## src/rtl/register_dump_unit.sv

```systemverilog
`default_nettype none
// ============================================================================
// Module      : register_dump_unit
// Description : Streams registers 0..31 of a register file out as
//               little-endian bytes over a valid/ready byte channel.
//               Optional trailing XOR checksum byte, enabled by defining
//               the macro REGISTER_DUMP_CHECKSUM_EN.
// Revision    : 1.0 - initial release
// ============================================================================
module register_dump_unit (
    input  logic        clock,
    input  logic        reset,
    input  logic        dumpRequest,
    output logic [4:0]  readAddress,
    input  logic [31:0] readData,
    output logic [7:0]  byteOut,
    output logic        byteValid,
    input  logic        byteReady,
    output logic        busy,
    output logic        done
);

    localparam logic [2:0] c_ST_IDLE     = 3'd0;
    localparam logic [2:0] c_ST_LOAD     = 3'd1;
    localparam logic [2:0] c_ST_SEND     = 3'd2;
    localparam logic [2:0] c_ST_DONE     = 3'd3;
`ifdef REGISTER_DUMP_CHECKSUM_EN
    localparam logic [2:0] c_ST_CHECKSUM = 3'd4;
`endif
    localparam logic [4:0] c_LAST_INDEX  = 5'd31;
    localparam logic [1:0] c_LAST_BYTE   = 2'd3;

    logic [2:0]  r_state;
    logic [2:0]  w_state_next;
    logic [4:0]  r_index;
    logic [1:0]  r_bytecnt;
    logic [31:0] r_shift;
    logic        w_accept;
    logic        w_reg_finished;
`ifdef REGISTER_DUMP_CHECKSUM_EN
    logic [7:0]  r_csum;
`endif

    assign w_accept       = byteValid && byteReady;
    assign w_reg_finished = (r_state == c_ST_SEND) && w_accept && (r_bytecnt == c_LAST_BYTE);

    always_comb begin
        w_state_next = r_state;
        case (r_state)
            c_ST_IDLE: begin
                if (dumpRequest) begin
                    w_state_next = c_ST_LOAD;
                end
            end
            c_ST_LOAD: begin
                w_state_next = c_ST_SEND;
            end
            c_ST_SEND: begin
                if (w_reg_finished) begin
                    if (r_index != c_LAST_INDEX) begin
                        w_state_next = c_ST_LOAD;
                    end else begin
`ifdef REGISTER_DUMP_CHECKSUM_EN
                        w_state_next = c_ST_CHECKSUM;
`else
                        w_state_next = c_ST_DONE;
`endif
                    end
                end
            end
`ifdef REGISTER_DUMP_CHECKSUM_EN
            c_ST_CHECKSUM: begin
                if (byteReady) begin
                    w_state_next = c_ST_DONE;
                end
            end
`endif
            c_ST_DONE: begin
                w_state_next = c_ST_IDLE;
            end
            default: begin
                w_state_next = c_ST_IDLE;
            end
        endcase
    end

    always_ff @(posedge clock or posedge reset) begin
        if (reset) begin
            r_state <= c_ST_IDLE;
        end else begin
            r_state <= w_state_next;
        end
    end

    // Index advances only on a register's final byte and never past 31.
    always_ff @(posedge clock or posedge reset) begin
        if (reset) begin
            r_index   <= 5'd0;
            r_bytecnt <= 2'd0;
            r_shift   <= 32'd0;
        end else begin
            case (r_state)
                c_ST_IDLE: begin
                    if (dumpRequest) begin
                        r_index   <= 5'd0;
                        r_bytecnt <= 2'd0;
                    end
                end
                c_ST_LOAD: begin
                    r_shift   <= readData;
                    r_bytecnt <= 2'd0;
                end
                c_ST_SEND: begin
                    if (w_accept) begin
                        r_shift   <= {8'd0, r_shift[31:8]};
                        r_bytecnt <= r_bytecnt + 2'd1;
                        if ((r_bytecnt == c_LAST_BYTE) && (r_index != c_LAST_INDEX)) begin
                            r_index <= r_index + 5'd1;
                        end
                    end
                end
                c_ST_DONE: begin
                    r_index <= 5'd0;
                end
                default: begin
                end
            endcase
        end
    end

`ifdef REGISTER_DUMP_CHECKSUM_EN
    always_ff @(posedge clock or posedge reset) begin
        if (reset) begin
            r_csum <= 8'd0;
        end else if ((r_state == c_ST_IDLE) && dumpRequest) begin
            r_csum <= 8'd0;
        end else if ((r_state == c_ST_SEND) && w_accept) begin
            r_csum <= r_csum ^ r_shift[7:0];
        end
    end
`endif

    always_comb begin
        readAddress = r_index;
        busy        = (r_state != c_ST_IDLE);
        done        = (r_state == c_ST_DONE);
        byteValid   = 1'b0;
        byteOut     = 8'd0;
        if (r_state == c_ST_SEND) begin
            byteValid = 1'b1;
            byteOut   = r_shift[7:0];
        end
`ifdef REGISTER_DUMP_CHECKSUM_EN
        if (r_state == c_ST_CHECKSUM) begin
            byteValid = 1'b1;
            byteOut   = r_csum;
        end
`endif
    end

endmodule
`default_nettype wire

```

## config.mk

```make
export PLATFORM = sky130hd
export DESIGN_NAME = register_dump_unit
export DESIGN_NICKNAME = d
export VERILOG_FILES = /design/src/rtl/register_dump_unit.sv
export SDC_FILE = /design/constraint.sdc
export NUM_CORES = 1
export LEC_CHECK = 0
export BUFFER_PORTS_ARGS = -buffer_cell sky130_fd_sc_hd__buf_2
export CELL_PAD_IN_SITES_DETAIL_PLACEMENT = 1
export CELL_PAD_IN_SITES_GLOBAL_PLACEMENT = 1
export CORE_MARGIN = 4
export CORE_UTILIZATION = 25
export CTS_CLUSTER_DIAMETER = 40
export DETAILED_ROUTE_END_ITERATION = 8
export HOLD_SLACK_MARGIN = 0.06
export PLACE_DENSITY_LB_ADDON = 0.05
export RECOVER_POWER = 50
export SETUP_SLACK_MARGIN = 0.2
export SLEW_MARGIN = 15
export SYNTH_ARGS = -nofsm -noshare
export SYNTH_HDL_FRONTEND = slang
export SYNTH_SLANG_ARGS = --single-unit
```

## constraint.sdc

```tcl
create_clock -name clock -period 4.15 [get_ports clock]
set_input_delay 0 -clock clock [delete_from_list [all_inputs] [get_ports clock]]
set_output_delay 0 -clock clock [all_outputs]
set_load 0.005 [all_outputs]
```

==> key figures, run 1 <==
Placement
  – Placer congestion estimate: 0.6549
  – Total half-perimeter wirelength after legalization and detailed placement: 3623 um
  – Placement Setup Slack: 1.434 ns
  – Number of buffers added on ports: 51
  – Number of cells in the design after placement: 345

Pwr
  – Part of the power in combinational logic: 0.402
  – Internal cell power: 1006 uW
  – Total leakage power: 0.001372 uW
  – Post-route total power: 1627 uW
  – Power Density: 582.5 nW/um^2
  – Share of power burned in the clock network: 0.173
  – Switching power summed over all nets: 621.2 uW
  – Maximum resistive drop on vdd: 0.1979 mV
  – Register share of total power: 0.425
  – Switching fraction of total power: 0.3817

Floorplanning
  – Row count: 32
  – Initial standard-cell utilization of the core: 0.2593
  – Die W: 97.77 um
  – Top-level I/O count: 52
  – Area of the die: 9558 um^2
  – Height of the die: 97.77 um
  – Floorplan core area: 7767 um^2

GRT
  – GR Layer Usage met2: 0.1966
  – Met1 Use GR: 0.1687
  – First-pass GRT wire length: 9673 um
  – Met3 routing resource usage after global routing: 0.03071
  – Vias in the first global route: 1904
  – Aggregate global routing overflow: 0
  – Global-route usage over all layers: 0.1236
  – Global route hottest layer: met2
  – Pin count of the biggest net entering global routing: 49
  – Antenna violations before repair: 0

Synth
  – Post-synth cell types: 30
  – Dominant combinational cell family by area after synthesis: simple AND/OR/NAND/NOR gates
  – Adder and majority gate portion of the synthesized area: 0.01863
  – Yosys Warn Count: 0
  – Complex-gate fraction of the synthesized area: 0.1385
  – #FFs+latches synth: 41
  – Synthesized area per cell: 9.875 um^2
  – Fraction of registers with async set/reset: 1.000
  – Mux contribution to synthesized area: 0.1242
  – Synthesized instance count: 204
  – Synth Area in XOR/XNOR: 0.01304
  – Most frequent cell after synthesis: dfrtp_1
  – Leading post-synthesis cells by cell area: dfrtp_1 (51%), mux2i_1 (12%), nand2_1 (6.9%)
  – Register area share after synthesis: 0.5093
  – Synth Area in Simple Gates: 0.1516
  – Area share of the leading cell type in the synthesized netlist: 0.5093
  – Commonest register cell after synthesis: dfrtp_1
  – Cell taking the most area after synthesis: dfrtp_1
  – List of most frequent post-synthesis cells: dfrtp_1 (41), nand2_1 (37), mux2i_1 (25), o21ai_0 (21), o22ai_1 (10)
  – Netlist area before placement: 2014 um^2
  – Count of flip-flops with a built-in enable after synthesis: 0
  – Net count after synthesis: 243

Critical path
  – Number of cells on the worst reg-to-reg path: 5
  – CP Max Fanout: 24
  – Kind of critical path: register to output port
  – Worst setup slack for register-to-register paths: 1.68 ns
  – Reg-to-Reg Start: r_state[1]$_DFFE_PP0P_
  – Launching element type of the critical path: register
  – Critical Path End Type: output port
  – RR Endpoint: readAddress[4]$_DFFE_PP0P_
  – Worst Path Arrival: 2.63 ns
  – Data required time at the worst endpoint: 4.15 ns

Routing
  – Number of iterations in the first detailed-routing pass: 4
  – Via density: 4.463
  – Average wire length per cell after detail routing: 14.27 um
  – Vias post-DR: 1727
  – First-iteration detailed-routing DRC count: 28
  – Overall routed net length: 5524 um
  – DR DRC count: 0
  – Number of nets with antenna violations after routing: 0

Timing
  – Smallest setup slack after layout: 1.519 ns
  – RSZ-0062 raised after global routing: no
  – Slew Limit Headroom: -0.5796
  – Clock skew after layout: 0.006622 ns
  – Setup-violating endpoint count in the final report: 0
  – Fraction of the cycle the final worst path needs: 0.6340
  – Time the final worst path needs with I/O delays and setup: 2.631 ns
  – Count of final hold-check violations: 0
  – Max Transition Viols Final: 42
  – Achievable frequency: 380.0 MHz
  – Setup tns final: 0 ns
  – Transition time at the pin with the least slew margin: 2.369 ns

Clock network
  – Clock Pin Slew Worst Setup and Hold Paths: 0.08 ns
  – Clock latency at the later pin of the worst-skew pair: 0.30 ns
  – Clk sinks: 41
  – Resized cells post-CTS: 0
  – TritonCTS Buffers: 5
  – Post-CTS setup buffers: 0
  – Cell at the root of the clock tree: clkbuf_8
  – Clock tree from TritonCTS: yes
  – Count of hold-fix buffers inserted at cts: 34
  – Deepest clock path buffer count: 2
  – Number of levels the H-tree was split into: 2

Run
  – Number of max-cap violations: 1

Min path
  – Worst hold path startpoint: readData[18]
  – Worst min-delay path class: input port to register
  – Number of instances on the worst hold path: 3
  – Endpoint, Worst Hold: r_shift[18]$_DFFE_PP0P_

Finish
  – Non-filler cells in the finished layout: 387
  – Filler Cells Inserted: 913
  – Diode count: 0
  – Fraction of final layout cells sized beyond drive strength 1: 0.2070
  – Area growth from synthesis to layout: 38.70%
  – Number of nets at the end of the flow: 324
  – Fraction of the core area covered by cells at the end of the flow: 0.3597

Run status
  – Result of the run: complete, but fails checks
  – Violations in the final reports: max-capacitance violations, max-slew violations
==> state kept, by name (all words and copies together), names as in the netlist <==
name and cells:
r_bytecnt 2, r_shift 32, r_state 2, readAddress 5
==> routing by layer <==
metal | wire [um] | vias up
met5 | 0 | -
met4 | 52 | 0
met3 | 257 | 6
met2 | 2469 | 43
met1 | 2744 | 817
li1 | - | 861
==> cells by family after synthesis <==
logic type                 count (synthesis)
and+or+nand+nor                           64
AOI/OAI and AO/OA                         50
DFF                                       41
muxes                                     25
buffers and inverters                     18
xor gates and xnor gates                   3
adders and majority gates                  3
==> cell type report <==
cell class,instances,area [um^2],share of cell area
well taps,102,127.6,0.04568
clock inverters,1,7.507,0.002687
clock buffers,6,82.58,0.02956
inverters,4,15.01,0.005374
repair buffers,88,629.4,0.2253
flip-flops and latches,41,1026,0.3672
multi-input cells,145,905.9,0.3242
==> power groups by stage <==
stage / Sequential (uW) / Clock [uW] / Combinational [uW]
after floorplan: 637 / 0 / 514
after global placement: 704 / 0 / 612
after detailed placement: 707 / 0 / 618
after CTS: 698 / 296 / 646
after global routing: 722 / 311 / 765
final: 692 / 281 / 655
==> cell usage in the layout, fill, tap and decap left out, types with 2 or more instances in the layout <==
master / synthesis / final
inv_1: 3 / 2
o21ai_1: 5 / 5
nand2_1: 37 / 37
nand2b_1: 6 / 6
and2_1: 9 / 8
a21oi_1: 9 / 9
a22o_1: 2 / 2
ha_1: 3 / 3
nand3_1: 3 / 3
clkbuf_1: 6 / 5
a31oi_1: 2 / 2
dfrtp_1: 41 / 41
xnor2_1: 2 / 2
buf_2: 3 / 47
o21ai_0: 21 / 21
mux2i_1: 25 / 25
o22ai_1: 10 / 10
dlygate4sd3_1: 0 / 34
clkbuf_8: 0 / 6
==> worst max-delay path, cell delays in order (launching register included) <==
cell and delay (ns):
dfrtp_1 0.86, nand2b_1 0.63, inv_2 0.51, and2_1 0.19, buf_2 0.11
==> worst max path at each step <==
stage / endpoint / start / depth (start not counted) / slack, ns
floorplan: readAddress[3]$_DFFE_PP0P_ / readAddress[0]$_DFFE_PP0P_ / 7 / 2.47
global placement: r_shift[4]$_DFFE_PP0P_ / r_state[1]$_DFFE_PP0P_ / 3 / 1.55
detailed placement: r_shift[21]$_DFFE_PP0P_ / r_state[1]$_DFFE_PP0P_ / 3 / 1.43
CTS: byteOut[3] / r_state[1]$_DFFE_PP0P_ / 4 / 1.40
global route: r_bytecnt[1]$_DFFE_PP0P_ / reset / 4 / 1.14
finish: byteOut[3] / r_state[1]$_DFFE_PP0P_ / 4 / 1.52
==> through the flow <==
step	hold slack, ns	area (um^2)
after floorplan	0.1485	2014
after global placement	0.1830	2345
after detailed placement	0.1852	2345
after CTS	0.06251	2775
after global routing	0.1055	2794
final	0.04946	2794
(Power assumes the default switching activity.)
==> inputs of run 2 (changes only) <==
Clock period 4.15 ns to 2.6 ns, I/O delays scaled along.
==> run 2 against run 1 <==
- the run now ends clean
- worst hold slack better by 0.093 ns
- power is 59% higher
- largest power group is now combinational cells
- final cell count is 1.0% higher
- flip-flop and latch count stayed put
- count of clock-buffer cells in the layout is 1 higher
- critical path type unchanged
- critical endpoint unchanged
- critical path depth stayed put
- clock power is 50% higher
- sequential power is 56% higher
- clock skew is 0.00083 ns lower
- combinational power is 66% higher
- first-iteration DRC count grew to 2.6 times the previous value
==> key figures, run 2 (synthesized netlist as in run 1, its figures left out) <==
Routing
  – Via density: 4.435 (was 4.463)
  – Number of iterations in the first detailed-routing pass: 4 (unchanged)
  – Number of nets with antenna violations after routing: 0 (unchanged)
  – First-iteration detailed-routing DRC count: 73 (was 28)
  – Overall routed net length: 5391 um (was 5524 um)
  – DR DRC count: 0 (unchanged)
  – Vias post-DR: 1734 (was 1727)
  – Average wire length per cell after detail routing: 13.79 um (was 14.27 um)

Timing
  – Setup tns final: 0 ns (unchanged)
  – Time the final worst path needs with I/O delays and setup: 1.985 ns
  – Setup-violating endpoint count in the final report: 0 (unchanged)
  – Fraction of the cycle the final worst path needs: 0.7634
  – RSZ-0062 raised after global routing: no (unchanged)
  – Count of final hold-check violations: 0 (unchanged)
  – Max Transition Viols Final: 0 (was 42)
  – Slew Limit Headroom: 0.1451 (was -0.5796)
  – Transition time at the pin with the least slew margin: 1.282 ns (was 2.369 ns)
  – Achievable frequency: 503.8 MHz
  – Clock skew after layout: 0.005796 ns (was 0.006622 ns)

Pwr
  – Post-route total power: 2589 uW (was 1627 uW)
  – Power Density: 919.7 nW/um^2 (was 582.5 nW/um^2)
  – Total leakage power: 0.001399 uW (was 0.001372 uW)
  – Maximum resistive drop on vdd: 0.3216 mV (was 0.1979 mV)

Finish
  – Area growth from synthesis to layout: 39.75% (was 38.70%)
  – Sequential cell area: 1026 um^2 (unchanged)
  – Fraction of final layout cells sized beyond drive strength 1: 0.2180 (was 0.2070)
  – Fraction of the core area covered by cells at the end of the flow: 0.3624 (was 0.3597)
  – Filler Cells Inserted: 904 (was 913)
  – Diode count: 0 (unchanged)
  – Largest register FFs: 32 (unchanged)
  – Area occupied by multi-input gates: 905.9 um^2 (unchanged)
  – Top reg by flops: r_shift (unchanged)
  – Number of nets at the end of the flow: 328 (was 324)
  – Non-filler cells in the finished layout: 391 (was 387)
  – Most frequent cells in the layout: buf_2 (50), dfrtp_1 (41), nand2_1 (37) (was buf_2 (47), dfrtp_1 (41), nand2_1 (37))
  – Leading cell type in the layout, fill and taps excluded: buf_2 (unchanged)

Critical path
  – Slowest Stage Delay on Critical Path: 0.66 ns (was 0.86 ns)
  – Critical path's top delay family: flip-flops (unchanged)
  – Kind of critical path: register to output port (unchanged)
  – Critical Path End Type: output port (unchanged)
  – Worst path buffer plus inverter count: 2 (unchanged)
  – Crit path cell chain: nand2b_1 -> inv_2 -> and2_1 -> buf_2 (unchanged)
  – Launching element type of the critical path: register (unchanged)
  – Worst Path Arrival: 1.98 ns (was 2.63 ns)
  – Data required time at the worst endpoint: 2.60 ns (was 4.15 ns)
  – Critical-path cell with the highest stage delay: dfrtp_1 (unchanged)
  – CP Max Fanout: 17 (was 24)

Floorplanning
  – Row count: 32 (unchanged)
  – Floorplan core area: 7767 um^2 (unchanged)
  – Initial standard-cell utilization of the core: 0.2593 (unchanged)
  – Die W: 97.77 um (unchanged)
  – Area of the die: 9558 um^2 (unchanged)
  – Height of the die: 97.77 um (unchanged)
  – Top-level I/O count: 52 (unchanged)

GRT
  – Pin count of the biggest net entering global routing: 27 (was 49)
  – Global-route usage over all layers: 0.1201 (was 0.1236)
  – Aggregate global routing overflow: 0 (unchanged)
  – Antenna violations before repair: 0 (unchanged)
  – Vias in the first global route: 1894 (was 1904)
  – First-pass GRT wire length: 9328 um (was 9673 um)

Clock network
  – Count of hold-fix buffers inserted at cts: 35 (was 34)
  – Deepest clock path buffer count: 2 (unchanged)
  – Clock Pin Slew Worst Setup and Hold Paths: 0.07 ns (was 0.08 ns)
  – Cell at the root of the clock tree: clkbuf_8 (unchanged)
  – TritonCTS Buffers: 5 (unchanged)
  – Clk sinks: 41 (unchanged)
  – Number of levels the H-tree was split into: 2 (unchanged)
  – Clock latency at the later pin of the worst-skew pair: 0.29 ns (was 0.30 ns)
  – Post-CTS setup buffers: 0 (unchanged)
  – Resized cells post-CTS: 0 (unchanged)
  – Clock tree from TritonCTS: yes (unchanged)

Placement
  – Placer congestion estimate: 0.6878 (was 0.6549)
  – Number of buffers added on ports: 51 (unchanged)
  – Number of cells in the design after placement: 349 (was 345)
  – Total half-perimeter wirelength after legalization and detailed placement: 3754 um (was 3623 um)

Run status
  – Result of the run: complete, no violations (was complete, but fails checks)

Run
  – Number of max-cap violations: 0 (was 1)

Min path
  – Worst min-delay path class: input port to register (unchanged)
[run 2: per-stage QoR]
stage / area (um^2) / hold WS, ns / setup WS [ns]
final: 2815 / 0.1429 / 0.6151
after global placement: 2387 / 0.07814 / 0.7182
after CTS: 2824 / 0.1375 / 0.5860
after detailed placement: 2387 / 0.07973 / 0.7498
after global routing: 2815 / 0.1713 / 0.3703
after floorplan: 2014 / 0.1485 / 0.9229
[run 2: area by class of cell]
| class | instances | area share |
|---|---|---|
| Tap cell | 102 | 0.04533 |
| Multi-Input combinational cell | 145 | 0.3218 |
| Sequential cell | 41 | 0.3644 |
| Timing Repair Buffer | 92 | 0.2324 |
| Inverter | 4 | 0.005333 |
| Clock buffer | 7 | 0.03067 |
[run 2: worst register-to-register path: stages (launching register included)]
cell     delay [ns]
dfrtp_1        0.45
ha_1           0.24
and3_1         0.17
ha_1           0.19
and3b_1        0.29
nand4_1        0.13
xor2_1         0.16
o22ai_1        0.15
[run 2: report_power, final]
part	total (uW)	leakage (uW)	internal (uW)	switching (uW)
sequential	1080	0.000525	894	182
clock	421	0.0000443	211	210
combinational	1090	0.000830	509	582
total	2590	0.00140	1610	975
[run 2: per-layer routing]
metal  share of wire  vias up  global-route usage
met5               0        -                   0
met4          0.0091        0             0.03514
met3           0.045        5             0.02571
met2            0.45       42              0.1850
met1            0.50      817              0.1700
li1                -      870                   -
[run 2: worst paths after layout]
| path | startpoint | cells after the start | to | slack, ns |
|---|---|---|---|---|
| setup / recovery | r_state[0]$_DFFE_PP0P_ | 4 | byteOut[3] | 0.62 |
| hold / removal | byteReady | 3 | r_bytecnt[1]$_DFFE_PP0P_ | 0.14 |
| setup reg to reg | readAddress[0]$_DFFE_PP0P_ | 7 | readAddress[3]$_DFFE_PP0P_ | 0.75 |
| hold reg to reg | r_shift[7]$_DFFE_PP0P_ | 2 | r_shift[7]$_DFFE_PP0P_ | 0.48 |
| max in group asynchronous | reset | 4 | r_shift[5]$_DFFE_PP0P_ | 0.74 |
| min in group asynchronous | reset | 3 | readAddress[0]$_DFFE_PP0P_ | 0.30 |
==> inputs of run 3 (changes only) <==
Clock period 2.6 ns to 1.9 ns, I/O delays scaled along.
==> run 3 against run 2 <==
- routed wire length up 13%
- die area unchanged
- register-to-register slack worse by 0.58 ns
- sequential share of layout area down 1.6 points
- first-iteration DRC count down 34%
- non-clock buffer count up 9
- count of clock-buffer cells in the layout down 2
- sequential power up 33%
- final cell count up 3.1%
- combinational power up 53%
- critical path type is now register to register
==> key figures, run 3 (synthesized netlist as in run 1, its figures left out) <==
Clock network
  – Clk sinks: 41 (unchanged)
  – Cell at the root of the clock tree: clkbuf_8 (unchanged)
  – TritonCTS Buffers: 5 (unchanged)
  – Deepest clock path buffer count: 2 (unchanged)
  – Clock tree from TritonCTS: yes (unchanged)
  – Clock latency at the later pin of the worst-skew pair: 0.29 ns (about the same)
  – Clock Pin Slew Worst Setup and Hold Paths: 0.08 ns (was 0.07 ns)
  – Number of levels the H-tree was split into: 2 (unchanged)

Finish
  – Leading cell type in the layout, fill and taps excluded: buf_2 (unchanged)
  – Area growth from synthesis to layout: 46.65% (was 39.75%)
  – Most frequent cells in the layout: buf_2 (48), dfrtp_1 (39), nand2_1 (37) (was buf_2 (50), dfrtp_1 (41), nand2_1 (37))
  – Diode count: 0 (unchanged)
  – Largest register FFs: 32 (unchanged)
  – Top reg by flops: r_shift (unchanged)
  – Fraction of final layout cells sized beyond drive strength 1: 0.2625 (was 0.2180)
  – Number of nets at the end of the flow: 340 (was 328)
  – Filler Cells Inserted: 907 (was 904)

Timing
  – Achievable frequency: 577.3 MHz
  – Time the final worst path needs with I/O delays and setup: 1.732 ns
  – Max Transition Viols Final: 0 (unchanged)
  – RSZ-0062 raised after global routing: yes (was no)
  – Setup tns final: 0 ns (unchanged)
  – Transition time at the pin with the least slew margin: 0.9111 ns (was 1.282 ns)
  – Count of final hold-check violations: 0 (unchanged)
  – Fraction of the cycle the final worst path needs: 0.9117
  – Smallest setup slack after layout: 0.1677 ns (was 0.6151 ns)
  – Setup-violating endpoint count in the final report: 0 (unchanged)
  – Slew Limit Headroom: 0.3888 (was 0.1451)
  – Clock skew after layout: 0.009655 ns (was 0.005796 ns)

GRT
  – Global-route usage over all layers: 0.1298 (was 0.1201)
  – Antenna violations before repair: 0 (unchanged)
  – First-pass GRT wire length: 10090 um (was 9328 um)
  – Aggregate global routing overflow: 0 (unchanged)
  – Vias in the first global route: 2048 (was 1894)
  – Pin count of the biggest net entering global routing: 25 (was 27)

Routing
  – DR DRC count: 0 (unchanged)
  – Vias post-DR: 1827 (was 1734)
  – Highest metal used: met4 (unchanged)
  – Number of nets with antenna violations after routing: 0 (unchanged)
  – Number of iterations in the first detailed-routing pass: 2 (was 4)
  – Average wire length per cell after detail routing: 15.08 um (was 13.79 um)
  – First-iteration detailed-routing DRC count: 48 (was 73)
  – Length of routed met2 wiring: 2812 um (was 2400 um)
  – Sum of routed wire segments on met1: 2966 um (was 2700 um)
  – Total length of routed met3 wires: 245 um (was 240 um)
  – Via density: 4.533 (was 4.435)
  – Overall routed net length: 6077 um (was 5391 um)

Floorplanning
  – Initial standard-cell utilization of the core: 0.2593 (unchanged)
  – Height of the die: 97.77 um (unchanged)
  – Area of the die: 9558 um^2 (unchanged)
  – Row count: 32 (unchanged)
  – Floorplan core area: 7767 um^2 (unchanged)
  – Die W: 97.77 um (unchanged)
  – Top-level I/O count: 52 (unchanged)

Critical path
  – CP most frequent cell: buf_4
  – Critical path's top delay family: simple AND/OR/NAND/NOR gates (was flip-flops)
  – Worst Path Arrival: 1.91 ns (was 1.98 ns)
  – Data required time at the worst endpoint: 2.08 ns (was 2.60 ns)
  – Kind of critical path: register to register (was register to output port)
  – Crit path cell chain: ha_1 -> and3_4 -> ha_4 -> and3b_2 -> buf_4 -> buf_4 -> xnor2_2 -> o22ai_1 (was nand2b_1 -> inv_2 -> and2_1 -> buf_2)
  – CP Max Fanout: 3 (was 17)
  – Launching element type of the critical path: register (unchanged)
  – Critical-path cell with the highest stage delay: dfrtp_2 (was dfrtp_1)
  – Slowest Stage Delay on Critical Path: 0.42 ns (was 0.66 ns)
  – Worst path buffer plus inverter count: 2 (unchanged)
  – Critical Path End Type: register (was output port)

Pwr
  – Part of the power in combinational logic: 0.439 (was 0.422)
  – Switching fraction of total power: 0.3814 (was 0.3764)
  – Maximum resistive drop on vdd: 0.4147 mV (was 0.3216 mV)
  – Share of power burned in the clock network: 0.183 (was 0.163)
  – Switching power summed over all nets: 1450 uW (was 974.6 uW)
  – Power Density: 1287 nW/um^2 (was 919.7 nW/um^2)
  – Register share of total power: 0.378 (was 0.416)
  – Total leakage power: 0.001441 uW (was 0.001399 uW)
  – Internal cell power: 2352 uW (was 1615 uW)

Placement
  – Placer congestion estimate: 0.6496 (was 0.6878)
  – Placement Setup Slack: 0.006194 ns (was 0.7498 ns)
  – Total half-perimeter wirelength after legalization and detailed placement: 3778 um (was 3754 um)
  – Number of buffers added on ports: 51 (unchanged)

Min path
  – Worst min-delay path class: input port to register (unchanged)

Run status
  – Result of the run: complete, no violations (unchanged)

Run
  – Number of max-cap violations: 0 (unchanged)
-- run 3: changes by cell type in the layout (fill, tap and decap cells not counted), moves of 2 or more --
| cell | before | now |
|---|---|---|
| a21boi_2 | 0 | 2 |
| buf_2 | 50 | 48 |
| buf_4 | 3 | 10 |
| clkbuf_1 | 4 | 8 |
| dfrtp_1 | 41 | 39 |
| dfrtp_2 | 0 | 2 |
-- run 3: layer usage --
layer / vias to the layer above / GRT usage
met3: 5 / 0.03000
met2: 38 / 0.2172
met5: - / 0
li1: 910 / -
met4: 0 / 0.03195
met1: 874 / 0.1702
-- run 3: area by class of cell --
class	count	area, um^2	area share
Tap cell	102	127.6	0.04320
Inverter	4	20.02	0.006777
Multi-Input combinational cell	148	978.4	0.3312
Sequential cell	41	1028	0.3482
Clock buffer	5	68.82	0.02330
Timing Repair Buffer	101	695.7	0.2355
Clock inverter	2	35.03	0.01186
-- run 3: timing repair --
action	CTS	global route
setup endpoints to repair	36	26
cloned	1	2
pin swaps	2	4
hold endpoints to repair	55	0
buffers inserted	3	4
hold buffers	35	0
resized for setup	9	5
-- run 3: worst paths after layout --
kind	start	to	slack (ns)	cells past startpoint
max reg2reg	readAddress[0]$_DFFE_PP0P_	readAddress[0]$_DFFE_PP0P_	0.17	8
max	readAddress[0]$_DFFE_PP0P_	readAddress[0]$_DFFE_PP0P_	0.17	8
min reg2reg	r_shift[2]$_DFFE_PP0P_	r_shift[2]$_DFFE_PP0P_	0.47	2
min	byteReady	r_state[1]$_DFFE_PP0P_	0.13	4
max in group asynchronous	reset	r_shift[11]$_DFFE_PP0P_	0.56	4
min in group asynchronous	reset	readAddress[3]$_DFFE_PP0P_	0.32	3
-- run 3: power by group through the flow --
stage	clock network [uW]	registers, uW	logic [uW]
floorplan	0	1390	1120
global placement	0	1470	1470
detailed placement	0	1470	1490
CTS	725	1460	1620
global route	755	1490	1930
finish	696	1440	1670
-- run 3: metrics by stage --
stage / hold slack (ns) / total power [uW] / area [um^2] / instances / utilization
6_report: 0.1336 / 3802 / 2954 / 403 / 0.3803
5_1_grt: 0.1709 / 4177 / 2954 / 403 / 0.3803
4_1_cts: 0.1216 / 3810 / 2904 / 397 / 0.3739
3_5_place_dp: 0.1364 / 2955 / 2390 / 351 / 0.3077
3_3_place_gp: 0.1324 / 2937 / 2390 / 351 / 0.3077
2_1_floorplan: 0.1485 / 2514 / 2014 / 204 / -
-- run 3: worst min-delay path, stage by stage --
cell	delay, ns
buf_2	0.14
nand3b_1	0.11
nand2_1	0.08
nand2_1	0.06
